File: src/rtl/nmi_gen_multi_pkg.sv
// Shared types and constants for the multi-channel NMI generator.
package nmi_gen_multi_pkg;

    typedef enum logic [2:0] {
        ST_IDLE     = 3'd0,
        ST_CHECK    = 3'd1,
        ST_PINGRESP = 3'd2,
        ST_ESCRESP  = 3'd3,
        ST_SIGINT   = 3'd4
    } esc_rx_state_e;

    localparam logic [2:0] ADDR_INTR_STATE    = 3'd0;
    localparam logic [2:0] ADDR_INTR_ENABLE   = 3'd1;
    localparam logic [2:0] ADDR_INTR_TEST     = 3'd2;
    localparam logic [2:0] ADDR_SIGINT_STATUS = 3'd3;
    localparam logic [2:0] ADDR_ESC_ACTIVE    = 3'd4;

    // {p,n} rail pairs for both the esc inputs and the resp outputs
    localparam logic [1:0] RAIL_LO   = 2'b01;
    localparam logic [1:0] RAIL_HI   = 2'b10;
    localparam logic [1:0] RAIL_BOTH = 2'b11;
    localparam logic [1:0] RAIL_NONE = 2'b00;

endpackage

File: src/rtl/nmi_gen_multi_if.sv
// Simple register port of the NMI generator; master drives strobes, slave returns read data.
interface nmi_gen_multi_if #(
    parameter int unsigned DW = 32
);
    logic          reg_we_i;
    logic          reg_re_i;
    logic [2:0]    reg_addr_i;
    logic [DW-1:0] reg_wdata_i;
    logic [DW-1:0] reg_rdata_o;

    modport master (
        output reg_we_i, reg_re_i, reg_addr_i, reg_wdata_i,
        input  reg_rdata_o
    );

    modport slave (
        input  reg_we_i, reg_re_i, reg_addr_i, reg_wdata_i,
        output reg_rdata_o
    );
endinterface

File: src/rtl/nmi_esc_rx_chan.sv
// One escalation receiver: differential esc/resp handshake FSM, registered esc_en and sigint-entry pulse.
// NMI_GEN_SIGINT_ESC_EN: when defined, the SIGINT state also asserts esc_en.
module nmi_esc_rx_chan
    import nmi_gen_multi_pkg::*;
(
    input  logic clk_i,
    input  logic rst_i,
    input  logic i_esc_p,
    input  logic i_esc_n,
    output logic o_resp_p,
    output logic o_resp_n,
    output logic o_esc_en,
    output logic o_sigint
);

    esc_rx_state_e r_state, w_state_nxt;
    logic          r_phase;
    logic          r_esc_en;
    logic          r_sigint;
    logic [1:0]    w_esc;
    logic [1:0]    w_resp;
    logic          w_esc_en;

    assign w_esc = {i_esc_p, i_esc_n};

    always_comb begin
        w_state_nxt = r_state;
        w_resp      = RAIL_LO;
        w_esc_en    = 1'b0;
        case (r_state)
            ST_IDLE: begin
                if (w_esc == RAIL_HI)      w_state_nxt = ST_CHECK;
                else if (w_esc != RAIL_LO) w_state_nxt = ST_SIGINT;
            end
            ST_CHECK: begin
                w_resp = RAIL_HI;
                if (w_esc == RAIL_HI)      w_state_nxt = ST_ESCRESP;
                else if (w_esc == RAIL_LO) w_state_nxt = ST_PINGRESP;
                else                       w_state_nxt = ST_SIGINT;
            end
            ST_PINGRESP: begin
                w_state_nxt = ST_IDLE;
            end
            ST_ESCRESP: begin
                w_esc_en = 1'b1;
                w_resp   = r_phase ? RAIL_HI : RAIL_LO;
                if (w_esc == RAIL_LO)      w_state_nxt = ST_IDLE;
                else if (w_esc != RAIL_HI) w_state_nxt = ST_SIGINT;
            end
            ST_SIGINT: begin
                w_resp = r_phase ? RAIL_NONE : RAIL_BOTH;
`ifdef NMI_GEN_SIGINT_ESC_EN
                w_esc_en = 1'b1;
`else
                w_esc_en = 1'b0;
`endif
                if (w_esc == RAIL_LO) w_state_nxt = ST_IDLE;
            end
            default: w_state_nxt = ST_IDLE;
        endcase
    end

    // phase restarts on every state change so ESCRESP/SIGINT toggling always begins at 01/11
    always_ff @(posedge clk_i) begin
        if (rst_i) begin
            r_state  <= ST_IDLE;
            r_phase  <= 1'b0;
            r_esc_en <= 1'b0;
            r_sigint <= 1'b0;
        end else begin
            r_state  <= w_state_nxt;
            r_phase  <= (w_state_nxt == r_state) ? ~r_phase : 1'b0;
            r_esc_en <= w_esc_en;
            r_sigint <= (w_state_nxt == ST_SIGINT) && (r_state != ST_SIGINT);
        end
    end

    assign o_resp_p = w_resp[1];
    assign o_resp_n = w_resp[0];
    assign o_esc_en = r_esc_en;
    assign o_sigint = r_sigint;

endmodule

File: src/rtl/nmi_gen_multi.sv
// NMI generator top: N_ESC escalation receivers, interrupt/status register file, OR-reduced nmi_o.
// NMI_GEN_SIGINT_ESC_EN (in nmi_esc_rx_chan): SIGINT also drives esc_en and thus raises an interrupt.
module nmi_gen_multi
    import nmi_gen_multi_pkg::*;
#(
    parameter int unsigned N_ESC = 4,
    parameter int unsigned DW    = 32
) (
    input  logic             clk_i,
    input  logic             rst_i,
    nmi_gen_multi_if.slave   reg_if,
    input  logic [N_ESC-1:0] esc_p_i,
    input  logic [N_ESC-1:0] esc_n_i,
    output logic [N_ESC-1:0] resp_p_o,
    output logic [N_ESC-1:0] resp_n_o,
    output logic [N_ESC-1:0] esc_en_o,
    output logic [N_ESC-1:0] intr_o,
    output logic             nmi_o
);

    logic [N_ESC-1:0] w_esc_en, w_sigint, w_wdata;
    logic [N_ESC-1:0] w_hw_set, w_test_set, w_state_clr, w_sig_clr;
    logic [N_ESC-1:0] r_esc_en_q, r_intr_state, r_intr_enable, r_sigint_status;
    logic [DW-1:0]    w_rd_val, r_rdata;
    logic             r_nmi;

    for (genvar k = 0; k < N_ESC; k++) begin : g_chan
        nmi_esc_rx_chan u_chan (
            .clk_i    (clk_i),
            .rst_i    (rst_i),
            .i_esc_p  (esc_p_i[k]),
            .i_esc_n  (esc_n_i[k]),
            .o_resp_p (resp_p_o[k]),
            .o_resp_n (resp_n_o[k]),
            .o_esc_en (w_esc_en[k]),
            .o_sigint (w_sigint[k])
        );
    end

    assign w_wdata     = reg_if.reg_wdata_i[N_ESC-1:0];
    assign w_hw_set    = w_esc_en & ~r_esc_en_q;
    assign w_test_set  = (reg_if.reg_we_i && reg_if.reg_addr_i == ADDR_INTR_TEST)     ? w_wdata : '0;
    assign w_state_clr = (reg_if.reg_we_i && reg_if.reg_addr_i == ADDR_INTR_STATE)    ? w_wdata : '0;
    assign w_sig_clr   = (reg_if.reg_we_i && reg_if.reg_addr_i == ADDR_SIGINT_STATUS) ? w_wdata : '0;

    always_comb begin
        w_rd_val = '0;
        case (reg_if.reg_addr_i)
            ADDR_INTR_STATE:    w_rd_val[N_ESC-1:0] = r_intr_state;
            ADDR_INTR_ENABLE:   w_rd_val[N_ESC-1:0] = r_intr_enable;
            ADDR_SIGINT_STATUS: w_rd_val[N_ESC-1:0] = r_sigint_status;
            ADDR_ESC_ACTIVE:    w_rd_val[N_ESC-1:0] = w_esc_en;
            default:            w_rd_val = '0;
        endcase
    end

    // clear is applied before set, so a same-cycle hardware/test set survives a W1C
    always_ff @(posedge clk_i) begin
        if (rst_i) begin
            r_esc_en_q      <= '0;
            r_intr_state    <= '0;
            r_intr_enable   <= '0;
            r_sigint_status <= '0;
            r_rdata         <= '0;
            r_nmi           <= 1'b0;
        end else begin
            r_esc_en_q      <= w_esc_en;
            r_intr_state    <= (r_intr_state & ~w_state_clr) | w_hw_set | w_test_set;
            r_sigint_status <= (r_sigint_status & ~w_sig_clr) | w_sigint;
            if (reg_if.reg_we_i && reg_if.reg_addr_i == ADDR_INTR_ENABLE)
                r_intr_enable <= w_wdata;
            if (reg_if.reg_re_i)
                r_rdata <= w_rd_val;
            r_nmi <= |intr_o;
        end
    end

    assign intr_o             = r_intr_state & r_intr_enable;
    assign esc_en_o           = w_esc_en;
    assign nmi_o              = r_nmi;
    assign reg_if.reg_rdata_o = r_rdata;

endmodule

File: src/flat_wrapper.sv
// flat-port wrapper written by rule: the top's interface ports become plain ports
module nmi_gen_multi_flat import nmi_gen_multi_pkg::*;
#(
    parameter int unsigned N_ESC = 4,
    parameter int unsigned DW    = 32
)
  (clk_i, rst_i, esc_p_i, esc_n_i, resp_p_o, resp_n_o, esc_en_o, intr_o, nmi_o, reg_if_reg_we_i, reg_if_reg_re_i, reg_if_reg_addr_i, reg_if_reg_wdata_i, reg_if_reg_rdata_o);
  nmi_gen_multi_if #(.DW(DW)) reg_if_i ();
  input  logic clk_i;
  input  logic rst_i;
  input  logic [N_ESC-1:0] esc_p_i;
  input  logic [N_ESC-1:0] esc_n_i;
  output logic [N_ESC-1:0] resp_p_o;
  output logic [N_ESC-1:0] resp_n_o;
  output logic [N_ESC-1:0] esc_en_o;
  output logic [N_ESC-1:0] intr_o;
  output logic nmi_o;
  input wire logic [$bits(reg_if_i.reg_we_i)-1:0] reg_if_reg_we_i;
  input wire logic [$bits(reg_if_i.reg_re_i)-1:0] reg_if_reg_re_i;
  input wire logic [$bits(reg_if_i.reg_addr_i)-1:0] reg_if_reg_addr_i;
  input wire logic [$bits(reg_if_i.reg_wdata_i)-1:0] reg_if_reg_wdata_i;
  output wire logic [$bits(reg_if_i.reg_rdata_o)-1:0] reg_if_reg_rdata_o;
  assign reg_if_i.reg_we_i = reg_if_reg_we_i;
  assign reg_if_i.reg_re_i = reg_if_reg_re_i;
  assign reg_if_i.reg_addr_i = reg_if_reg_addr_i;
  assign reg_if_i.reg_wdata_i = reg_if_reg_wdata_i;
  assign reg_if_reg_rdata_o = reg_if_i.reg_rdata_o;
  nmi_gen_multi #(.N_ESC(N_ESC), .DW(DW)) u_core (.clk_i(clk_i), .rst_i(rst_i), .reg_if(reg_if_i), .esc_p_i(esc_p_i), .esc_n_i(esc_n_i), .resp_p_o(resp_p_o), .resp_n_o(resp_n_o), .esc_en_o(esc_en_o), .intr_o(intr_o), .nmi_o(nmi_o));
endmodule
File: config.mk
export PLATFORM = sky130hd
export DESIGN_NAME = nmi_gen_multi_flat
export DESIGN_NICKNAME = d
export VERILOG_FILES = /design/src/rtl/nmi_gen_multi_pkg.sv /design/src/rtl/nmi_gen_multi_if.sv /design/src/rtl/nmi_esc_rx_chan.sv /design/src/rtl/nmi_gen_multi.sv /design/src/flat_wrapper.sv
export SDC_FILE = /design/constraint.sdc
export NUM_CORES = 1
export LEC_CHECK = 0
export ABC_AREA = 1
export CELL_PAD_IN_SITES_DETAIL_PLACEMENT = 0
export CELL_PAD_IN_SITES_GLOBAL_PLACEMENT = 1
export CORE_MARGIN = 8
export CORE_UTILIZATION = 43
export DETAILED_ROUTE_END_ITERATION = 8
export DONT_BUFFER_PORTS = 1
export GPL_TIMING_DRIVEN = 0
export PLACE_DENSITY = 0.87
export SLEW_MARGIN = 20
export SYNTH_ARGS = -nofsm -noshare
export SYNTH_HDL_FRONTEND = slang
export SYNTH_SLANG_ARGS = --single-unit
File: constraint.sdc
create_clock -name clk_i -period 1.2 [get_ports clk_i]
set_input_delay 0.12 -clock clk_i [delete_from_list [all_inputs] [get_ports clk_i]]
set_output_delay 0.12 -clock clk_i [all_outputs]
set_load 0.02 [all_outputs]
==> metrics.md <==
| Metric | Value |
|---|---|
| Status | `finished, violations left` |
| Violated checks | `negative setup slack` |
| Sequential share of power | `0.447` |
| RSZ-0062 raised after global routing | `yes` |
| Depth of the most critical reg-to-reg path | `10` |
| Top cells by area, synth | `dfxtp_1 (31%), nand2_1 (11%), buf_4 (11%)` |
| Number of port buffers | `0` |
| Hold endpoint | `u_core.r_intr_enable[3]` |
| Cells after Synth | `431` |
| GR Util met2 | `0.249` |
| PD cells | `993 mW/mm^2` |
| Critical Path RT | `approximately 1.1 ns` |
| Max-Cap Viols | `0` |
| Row count | `30` |
| GRT met3 Usage | `0.0299` |
| Largest area contributor in the netlist | `dfxtp_1` |
| YS warnings | `0` |
| Seq/Total Area, Yosys | `0.313` |
| Comb pwr share | `0.291` |
| M1 GR Usage | `0.164` |
| Die ar. | `0.00956 mm^2` |
| Die height | `just under 100 um` |
| Detailed Place HPWL | `5.02 mm` |
| Sw Ratio | `0.326` |
| CP Launch Type | `register` |
| Main flop type after synthesis | `dfxtp_1` |
| Hold path start | `reg_if_reg_wdata_i[3]` |
| Yosys top cell area share | `0.313` |
| R2R Setup Slk | `-0.07 ns` |
| CTS Sinks | `45` |
| CTS tree | `yes` |
| Fmax | `approximately 0.74 GHz` |
| Actual slew at the worst max-slew pin | `0.566 ns` |
| Async SR Flop Fraction | `0` |
| Area of the mapped netlist | `0.00288 mm^2` |
| Antenna violations before repair | `0` |
| Tmin final | `1.35 ns` |
| Top post-synthesis cells by count | `nand2_1 (83), inv_1 (65), nor2_1 (52), dfxtp_1 (45), nand3_1 (45)` |
| Area of the multi-input gates | `0.00181 mm^2` |
| Hold Path Stages | `2` |
| Top-count cell post-synth | `nand2_1` |
| Hold WS | `~0.023 ns` |
| Vias in the first global route | `2,659` |
| Distinct cells, synth | `26` |
| 1st-iter DRT viols | `96` |
| Fin nets | `561` |
| Largest net degree at the start of global routing | `14` |
| Net Switching | `around 1.2 mW` |
| Clock Power Share | `0.262` |
| Vias post-DR | `~2,800` |
| CP endpoint kind | `output port` |
| Final Cell Area | `0.00386 mm^2` |
| Placed Area | `0.00308 mm^2` |
| Headroom to the max-slew limit | `0.622` |
| Leakage power | `1.90 nW` |
| Worst-path clk slew | `0.08 ns` |
| Internal power | `~2.6 mW` |
| Register area | `946 um^2` |
| Via/cell ratio | `4.82` |
| Pins Over Slew Limit | `0` |
| Hold Path Class | `input port to register` |
| Maximum VDD drop | `0.000526 V` |
| Share of layout cells above drive strength 1 | `0.357` |
| First-pass GRT wire length | `11.6 mm` |
| Syn avg cell area | `~6.7 um^2` |
| Worst skew pair latency | `0.30 ns` |
| Final core utilization | `0.581` |
| Final period util | `1.12` |
| Post-synth EDFFs | `0` |
| Clock skew | `0.00625 ns` |
| Clock Path Buffers | `2` |
| WS Path Type | `register to output port` |
| Power, Total | `between 3 and 4 mW` |
| Worst-path maximum fanout | `4` |
| Initial core utilization | `0.433` |
| Core box area | `~0.0066 mm^2` |
| Avg WL per Cell | `12.7 um` |
| Yosys reg bits | `45` |
| Reg2reg end | `u_core.g_chan[3].u_chan.r_phase` |
| I/O pin count | `between 90 and 100` |
| Launch point of the worst reg-to-reg path | `u_core.g_chan[3].u_chan.r_state[0]` |
| Clk root buf | `clkbuf_8` |
| Antenna diode count | `0` |
| DR pass1 iterations | `4` |
| Count of final setup violators | `14` |
| GRT Residual Overflow | `0` |
| GPL Wtd Cong | `0.877` |
| Fillers | `645` |
| Final wirelength | `7.35 mm` |
| Setup ws final | `-0.145 ns` |
| H-tree level count | `2` |
| Final Hold Viols | `0` |
| Aggregate global-route resource usage | `0.143` |
| Layout area overhead | `34.3%` |
| Die width | `97.8 um` |
| Busiest grt layer | `met2` |
| Inserted Clock Buffers | `5` |
| DRC | `0` |
| Post-route ant nets | `0` |
| Crit path DAT | `around 1.2 ns` |
[cell usage in the layout (no fill, tap or decap), types with 5 or more instances in the layout]
cell type,n
buf_6,16
a21oi_1,20
nand4_1,5
buf_4,59
ha_1,16
nand3_2,6
nand3_1,33
conb_1,28
nor2_2,7
inv_1,49
inv_4,7
o21ai_2,9
nand2_1,63
dfxtp_4,12
inv_2,9
nand2_4,5
nor2_1,39
clkbuf_8,7
nand2_2,16
nor2_4,9
o21ai_0,16
nand3_4,6
dfxtp_1,33
[critical path, stage by stage (launching register included)]
cell and delay (ns):
dfxtp_4 0.38, buf_6 0.13, nand3_4 0.08, nand2_2 0.05
a21oi_2 0.15, buf_6 0.14
[stage by stage]
stage / cells / setup slack (ns) / setup TNS (ns)
5_1_grt: 579 / -0.230 / -2.39
6_report: 579 / -0.145 / -1.12
2_1_floorplan: 458 / 0.0789 / 0
4_1_cts: 569 / -0.141 / -0.879
3_3_place_gp: 538 / -0.188 / -0.651
3_5_place_dp: 538 / -0.176 / -0.500
[cell families after synthesis]
logic type / share of synthesized area
and+or+nand+nor: 0.301
buffers and inverters: 0.204
AOI/OAI and AO/OA: 0.112
DFF: 0.313
adders and majority gates: 0.0696
other: 0.00130
[power by group through the flow]
| stage | Sequential (mW) | Combinational [mW] | Clock (mW) |
|---|---|---|---|
| 4_1_cts | 1.68 | 0.942 | 1.05 |
| 2_1_floorplan | 1.68 | 0.705 | 0 |
| 6_report | 1.71 | 1.12 | 1.01 |
| 5_1_grt | 1.73 | 1.23 | 1.11 |
| 3_5_place_dp | 1.70 | 0.814 | 0 |
| 3_3_place_gp | 1.70 | 0.806 | 0 |
[worst max-delay path by stage]
| stage | start | endpoint | slack [ns] | cells after the start |
|---|---|---|---|---|
| 2_1_floorplan | u_core.g_chan[2].u_chan.r_state[0] | u_core.g_chan[2].u_chan.o_sigint | 0.08 | 7 |
| 3_3_place_gp | u_core.g_chan[2].u_chan.r_state[0] | u_core.g_chan[2].u_chan.o_sigint | -0.19 | 7 |
| 3_5_place_dp | u_core.g_chan[2].u_chan.r_state[0] | u_core.g_chan[2].u_chan.o_sigint | -0.18 | 7 |
| 4_1_cts | u_core.g_chan[3].u_chan.r_state[1] | resp_n_o[3] | -0.14 | 6 |
| 5_1_grt | u_core.g_chan[3].u_chan.r_state[0] | resp_n_o[3] | -0.23 | 6 |
| 6_report | u_core.g_chan[0].u_chan.r_state[0] | resp_n_o[0] | -0.15 | 5 |
[registers in the layout (all words and copies together), names as in the netlist]
signal                         count
u_core.g_chan.u_chan.r_state      12
u_core.g_chan.u_chan.o_esc_en      4
u_core.g_chan.u_chan.o_sigint      4
u_core.g_chan.u_chan.r_phase       4
u_core.r_esc_en_q                  4
u_core.r_intr_enable               4
u_core.r_intr_state                4
u_core.r_sigint_status             4
u_core.reg_if.reg_rdata_o          4
u_core.nmi_o                       1
[routing by layer]
| layer | share of wire | routed length [um] |
|---|---|---|
| met4 | 0.025 | 185 |
| met2 | 0.49 | 3630 |
| met3 | 0.051 | 372 |
| met5 | 0 | 0 |
| met1 | 0.43 | 3170 |
[cell type report]
| type | count | share of cell area |
|---|---|---|
| multi-input cells | 302 | 0.467 |
| flip-flops and latches | 45 | 0.245 |
| plain buffers | 45 | 0.0923 |
| repair buffers | 33 | 0.0735 |
| inverters | 66 | 0.0696 |
| well taps | 80 | 0.0259 |
| clock buffers | 7 | 0.0249 |
| clock inverters | 1 | 0.00130 |
[timing repair]
action	in CTS	in global routing
setup endpoints to repair	18	22
setup buffers	23	10
pin swaps	9	28
hold buffers	1	0
hold endpoints to repair	4	0
resized for setup	83	70
No activity file was read; power rests on OpenSTA's default activity.
